===== config.mk =====
export PLATFORM = sky130hd
export DESIGN_NAME = unified_mem_arbiter
export DESIGN_NICKNAME = d
export VERILOG_FILES = /design/src/rtl/unified_mem_arbiter.sv
export SDC_FILE = /design/constraint.sdc
export NUM_CORES = 1
export LEC_CHECK = 0
export BUFFER_PORTS_ARGS = -buffer_cell sky130_fd_sc_hd__buf_2
export CAP_MARGIN = 20
export CORE_MARGIN = 1.5
export CORE_UTILIZATION = 34
export DETAILED_ROUTE_END_ITERATION = 6
export SETUP_SLACK_MARGIN = 0.05
export SLEW_MARGIN = 30
export SYNTH_ARGS = -nofsm -noshare
export SYNTH_HDL_FRONTEND = slang
export SYNTH_SLANG_ARGS = --single-unit

===== constraint.sdc =====
create_clock -name clk_i -period 3.1 [get_ports clk_i]
set_input_delay 0.465 -clock clk_i [delete_from_list [all_inputs] [get_ports clk_i]]
set_output_delay 0.465 -clock clk_i [all_outputs]
set_load 0.005 [all_outputs]

===== src/rtl/unified_mem_arbiter.sv =====
// Round-robin arbiter sharing one single-ported, variable-latency memory between
// instruction fetch (IF) and load/store (DM), with per-requester stalls and an access timeout.
module unified_mem_arbiter #(
    parameter int ADDR_W   = 32,
    parameter int DATA_W   = 32,
    parameter int MAX_WAIT = 15
) (
    input  logic              clk_i,
    input  logic              rst_i,
    input  logic              if_req_i,
    input  logic [ADDR_W-1:0] if_addr_i,
    output logic [DATA_W-1:0] if_data_o,
    output logic              if_ack_o,
    input  logic              dm_req_i,
    input  logic              dm_we_i,
    input  logic [ADDR_W-1:0] dm_addr_i,
    input  logic [DATA_W-1:0] dm_wdata_i,
    output logic [DATA_W-1:0] dm_rdata_o,
    output logic              dm_ack_o,
    output logic              mem_req_o,
    output logic              mem_we_o,
    output logic [ADDR_W-1:0] mem_addr_o,
    output logic [DATA_W-1:0] mem_wdata_o,
    input  logic [DATA_W-1:0] mem_rdata_i,
    input  logic              mem_ack_i,
    output logic              if_stall_o,
    output logic              dm_stall_o,
    output logic              err_o
);

    typedef enum logic [1:0] {S_IDLE, S_BUSY, S_DONE} state_e;

    localparam logic [7:0] WAIT_LAST = 8'(MAX_WAIT - 1);

    state_e            state_q;
    logic              owner_dm_q;
    logic              last_dm_q;
    logic [7:0]        wait_q;
    logic [DATA_W-1:0] if_data_q;
    logic [DATA_W-1:0] dm_rdata_q;
    logic              if_ack_q;
    logic              dm_ack_q;
    logic              mem_req_q;
    logic              mem_we_q;
    logic [ADDR_W-1:0] mem_addr_q;
    logic [DATA_W-1:0] mem_wdata_q;
    logic              err_q;

    logic              grant_dm_d;
    logic              timeout_d;
    logic              busy_end_d;
    logic [DATA_W-1:0] done_data_d;

    // DM wins when alone, or when both request and IF had the previous grant.
    assign grant_dm_d  = dm_req_i & (~if_req_i | ~last_dm_q);
    assign timeout_d   = ~mem_ack_i & (wait_q == WAIT_LAST);
    assign busy_end_d  = mem_ack_i | timeout_d;
    assign done_data_d = mem_ack_i ? mem_rdata_i : '0;

    always_ff @(posedge clk_i or negedge rst_i) begin
        if (!rst_i) begin
            state_q     <= S_IDLE;
            owner_dm_q  <= 1'b0;
            last_dm_q   <= 1'b0;
            wait_q      <= '0;
            if_data_q   <= '0;
            dm_rdata_q  <= '0;
            if_ack_q    <= 1'b0;
            dm_ack_q    <= 1'b0;
            mem_req_q   <= 1'b0;
            mem_we_q    <= 1'b0;
            mem_addr_q  <= '0;
            mem_wdata_q <= '0;
            err_q       <= 1'b0;
        end else begin
            if_ack_q <= 1'b0;
            dm_ack_q <= 1'b0;
            case (state_q)
                S_IDLE: begin
                    if (if_req_i | dm_req_i) begin
                        owner_dm_q <= grant_dm_d;
                        last_dm_q  <= grant_dm_d;
                        wait_q     <= '0;
                        mem_req_q  <= 1'b1;
                        state_q    <= S_BUSY;
                        if (grant_dm_d) begin
                            mem_we_q    <= dm_we_i;
                            mem_addr_q  <= dm_addr_i;
                            mem_wdata_q <= dm_wdata_i;
                        end else begin
                            mem_we_q   <= 1'b0;
                            mem_addr_q <= if_addr_i;
                        end
                    end
                end
                S_BUSY: begin
                    if (!mem_ack_i) wait_q <= wait_q + 8'd1;
                    if (timeout_d) err_q <= 1'b1;
                    if (busy_end_d) begin
                        mem_req_q <= 1'b0;
                        state_q   <= S_DONE;
                        if (owner_dm_q) begin
                            dm_ack_q <= 1'b1;
                            // Stores never disturb the last load result.
                            if (!mem_we_q) dm_rdata_q <= done_data_d;
                        end else begin
                            if_ack_q  <= 1'b1;
                            if_data_q <= done_data_d;
                        end
                    end
                end
                S_DONE:  state_q <= S_IDLE;
                default: state_q <= S_IDLE;
            endcase
        end
    end

    assign if_data_o   = if_data_q;
    assign if_ack_o    = if_ack_q;
    assign dm_rdata_o  = dm_rdata_q;
    assign dm_ack_o    = dm_ack_q;
    assign mem_req_o   = mem_req_q;
    assign mem_we_o    = mem_we_q;
    assign mem_addr_o  = mem_addr_q;
    assign mem_wdata_o = mem_wdata_q;
    assign err_o       = err_q;
    assign if_stall_o  = if_req_i & ~if_ack_q;
    assign dm_stall_o  = dm_req_i & ~dm_ack_q;

endmodule


==> run summary <==
===============================================================================================
Outcome                                                                            complete, no violations
Average size of a mapped cell                                                         10.70 µm²
Fraction of power consumed by the clock network                                           0.246
Final worst setup slack                                                                 1097 ps
Detailed Place HPWL                                                                    13.12 mm
Horizontal extent of the die                                                           140.4 µm
Critical path peak fanout                                                                    44
Pin count of the biggest net entering global routing                                         69
Critical path launch point type                                                        register
Tightest Hold Check Type                                                           input port to asynchronous set/reset pin
Cell internal power dissipation                                                        5.322 mW
Proportion of power drawn by combinational gates                                          0.363
Post-detailed-route count of antenna-violating nets                                           0
Setup repair after global routing missed its margin                                       false
Number of buffers added by the clock tree synthesis step                                     17
Maximum achievable frequency                                                          499.3 MHz
DRC viols                                                                                     0
Worst slew pin tran                                                                    698.6 ps
Final clock period utilization by the worst path                                         0.6461
Static power due to leakage                                                            4.351 nW
Number of hold buffers added after CTS                                                        0
Final Hold Fails                                                                              0
Clock root buffer                                                                     clkbuf_16
Post-CTS setup buffer count                                                                   0
Synthesized instance count                                                                  600
Capturing point of the worst reg2reg path                                          dm_rdata_o[6]
Library cells used by synthesis                                                              34
Share of synthesized area occupied by flip-flops and latches                             0.5613
Maximum buffer depth of the clock tree                                                        2
Arrival time worst endpoint                                                             2290 ps
Count of maximum capacitance violations                                                       0
Final core occ                                                                           0.4657
Final worst path period need                                                            2003 ps
Wire length of the first global-routing pass                                           29.34 mm
Number of antenna violations at the first check in global routing                             2
All-Layer GR Usage                                                                       0.1928
Area inside the core boundary                                                        18,580 µm²
Post-synthesis sequential element count                                                     144
Headroom to the max-slew limit                                                           0.5343
Global routing usage on met1                                                             0.2536
Clock input transition at the sequential cells of the worst setup and hold paths          70 ps
Kind of end point of the critical path                                                 register
CTS Sinks                                                                                   144
Drt initial violations                                                                      234
Routed vias/inst                                                                          4.956
Fraction of layout cells with a size suffix above 1                                      0.4039
Final #Nets                                                                                 992
Most used routing layer                                                                    met2
Fraction of met3 tracks used by global routing                                          0.04991
VDD IR max                                                                            0.4054 mV
Switching share of total power                                                           0.3659
Fill count                                                                                1,771
Gp weighted congestion                                                                   0.7956
Total Routed Length                                                                    18.42 mm
Post-placement cell area                                                               8031 µm²
Die Ht                                                                                 140.4 µm
Finished Cell Area                                                                     8652 µm²
Initial Util                                                                             0.3455
Area Overhead vs Synth                                                                   34.77%
Number of cell rows                                                                          50
First-pass iteration count of the detailed router                                             4
Setup Skew                                                                             15.99 ps
Final Setup Violations                                                                        0
TritonCTS clock tree                                                                       done
Resized Gates After CTS                                                                       0
Reg-to-reg setup timing slack                                                           1100 ps
Die area                                                                             19,720 µm²
Skew-Pair Late Insertion Delay                                                           420 ps
Pre-CTS setup slack                                                                    922.3 ps
Reg2Reg Launch Point                                                                  wait_q[0]
Data required time at the worst endpoint                                                3380 ps
Share of power burned in registers                                                        0.391
Vias in the first global route                                                            5,383
Synthesized netlist net count                                                               736
Slew Limit Fails                                                                              0
Number of buffers inserted by port buffering                                                268
Top-Level Pins                                                                              269
Total power divided by cell area                                                   969.9 nW/µm²
Post-Syn Area                                                                          6420 µm²
PnR Total Power                                                                        8.392 mW
Maximum level of the CTS H-tree                                                               4
Register-to-Register Path Depth                                                               6
Setup total negative slack                                                                 0 ps
Switching power                                                                        3.070 mW
Congestion Overflow GR                                                                        0
Setup Crit Path Kind                                                               register to register
Vias after detailed routing                                                               5,471
Fraction of met2 tracks used by global routing                                           0.3025
Wire per inst                                                                          16.69 µm
Number of warnings printed during yosys synthesis                                             0
===============================================================================================
[worst max-delay path: stages (launching register included)]
cell and delay [ps]:
dfrtp_1 430, inv_1 80, ha_1 140, nand4b_1 200, o21bai_4 600, buf_12 300, o211ai_1 120
[power by group through the flow]
stage | clock [mW] | sequential (mW) | combinational [mW]
detailed placement | 0 | 3.31 | 3.10
floorplan | 0 | 3.29 | 1.60
finish | 2.06 | 3.28 | 3.05
global placement | 0 | 3.29 | 3.02
CTS | 2.12 | 3.29 | 3.10
global route | 2.20 | 3.41 | 3.44
[state kept, by name, indices dropped and copies added (netlist names)]
name	count
if_data_o	32
mem_req_o	1
mem_we_o	1
last_dm_q	1
if_ack_o	1
dm_ack_o	1
wait_q	8
state_q	2
dm_rdata_o	32
err_o	1
mem_wdata_o	32
mem_addr_o	32
[final cells by class]
cell class | count | area [µm²] | share of cell area
Antenna cell | 1 | 2.502 | 0.0002892
Tap cell | 234 | 292.8 | 0.03384
Inverter | 67 | 251.5 | 0.02907
Clock buffer | 17 | 425.4 | 0.04917
Clock inverter | 15 | 192.7 | 0.02227
Timing Repair Buffer | 281 | 1458 | 0.1685
Multi-Input combinational cell | 345 | 2426 | 0.2804
Sequential cell | 144 | 3603 | 0.4165
[routing by layer]
| layer | routed length [µm] | vias up |
|---|---|---|
| met5 | 13 | - |
| met4 | 321 | 2 |
| met3 | 1331 | 17 |
| met2 | 8575 | 227 |
| met1 | 8180 | 2605 |
| li1 | - | 2620 |
[kinds of logic after synthesis]
group                      count (synthesis)  synth area share
AOI/OAI and AO/OA                        183            0.1719
buffers and inverters                    111           0.06938
DFF                                      144            0.5613
muxes                                     65            0.1076
adders and majority gates                  2          0.003897
and+or+nand+nor                           95           0.08595
[placed cells by master, fill, tap and decap left out, drive strengths merged, types with 2 or more instances in the layout]
cell	n
buf	281
dfrtp	144
o21ai	106
inv	73
o211ai	34
nand3	33
mux2i	33
nand2b	32
mux2	32
a22oi	32
clkbuf	17
clkinv	8
or3	5
nand2	5
a21oi	5
nor2b	4
nor2	4
or3b	2
nor4bb	2
o31ai	2
ha	2
[Yosys cell counts (all sizes together)]
cell / count / area share
a21boi: 1 / 0.0012
a21oi: 5 / 0.0039
a22oi: 32 / 0.037
a2bb2oi: 1 / 0.0014
a32o: 1 / 0.0016
and2: 1 / 0.00098
and3: 1 / 0.00098
buf: 18 / 0.015
clkbuf: 26 / 0.015
dfrtp: 144 / 0.56
ha: 2 / 0.0039
inv: 67 / 0.039
mux2: 32 / 0.056
mux2i: 33 / 0.051
nand2: 5 / 0.0029
nand2b: 32 / 0.031
nand3: 33 / 0.026
nand4: 1 / 0.00098
nand4b: 1 / 0.0014
nand4bb: 1 / 0.0018
nor2: 4 / 0.0023
nor2b: 4 / 0.0039
nor4: 1 / 0.00098
nor4bb: 2 / 0.0031
o211ai: 34 / 0.040
o21ai: 106 / 0.083
o21bai: 1 / 0.0018
o31ai: 2 / 0.0023
or2: 1 / 0.00098
or3: 5 / 0.0049
or3b: 2 / 0.0027
or4: 1 / 0.0012
[per-stage QoR]
stage,hold slack (ps),cells
2_1_floorplan,169.4,600
3_3_place_gp,466.6,1071
3_5_place_dp,470.0,1071
4_1_cts,47.49,1103
5_1_grt,58.09,1104
6_report,21.12,1104
[worst max path at each step]
stage / from / to / slack, ps / cells past startpoint
final: wait_q[0] / dm_rdata_o[6] / 1100 / 6
after global routing: wait_q[0] / dm_rdata_o[3] / 910 / 6
after CTS: wait_q[0] / dm_rdata_o[6] / 1090 / 6
after detailed placement: mem_ack_i / wait_q[6] / 920 / 4
after global placement: mem_ack_i / wait_q[6] / 920 / 4
after floorplan: mem_ack_i / wait_q[6] / 1460 / 4
Power figures use the tool's default switching activity.
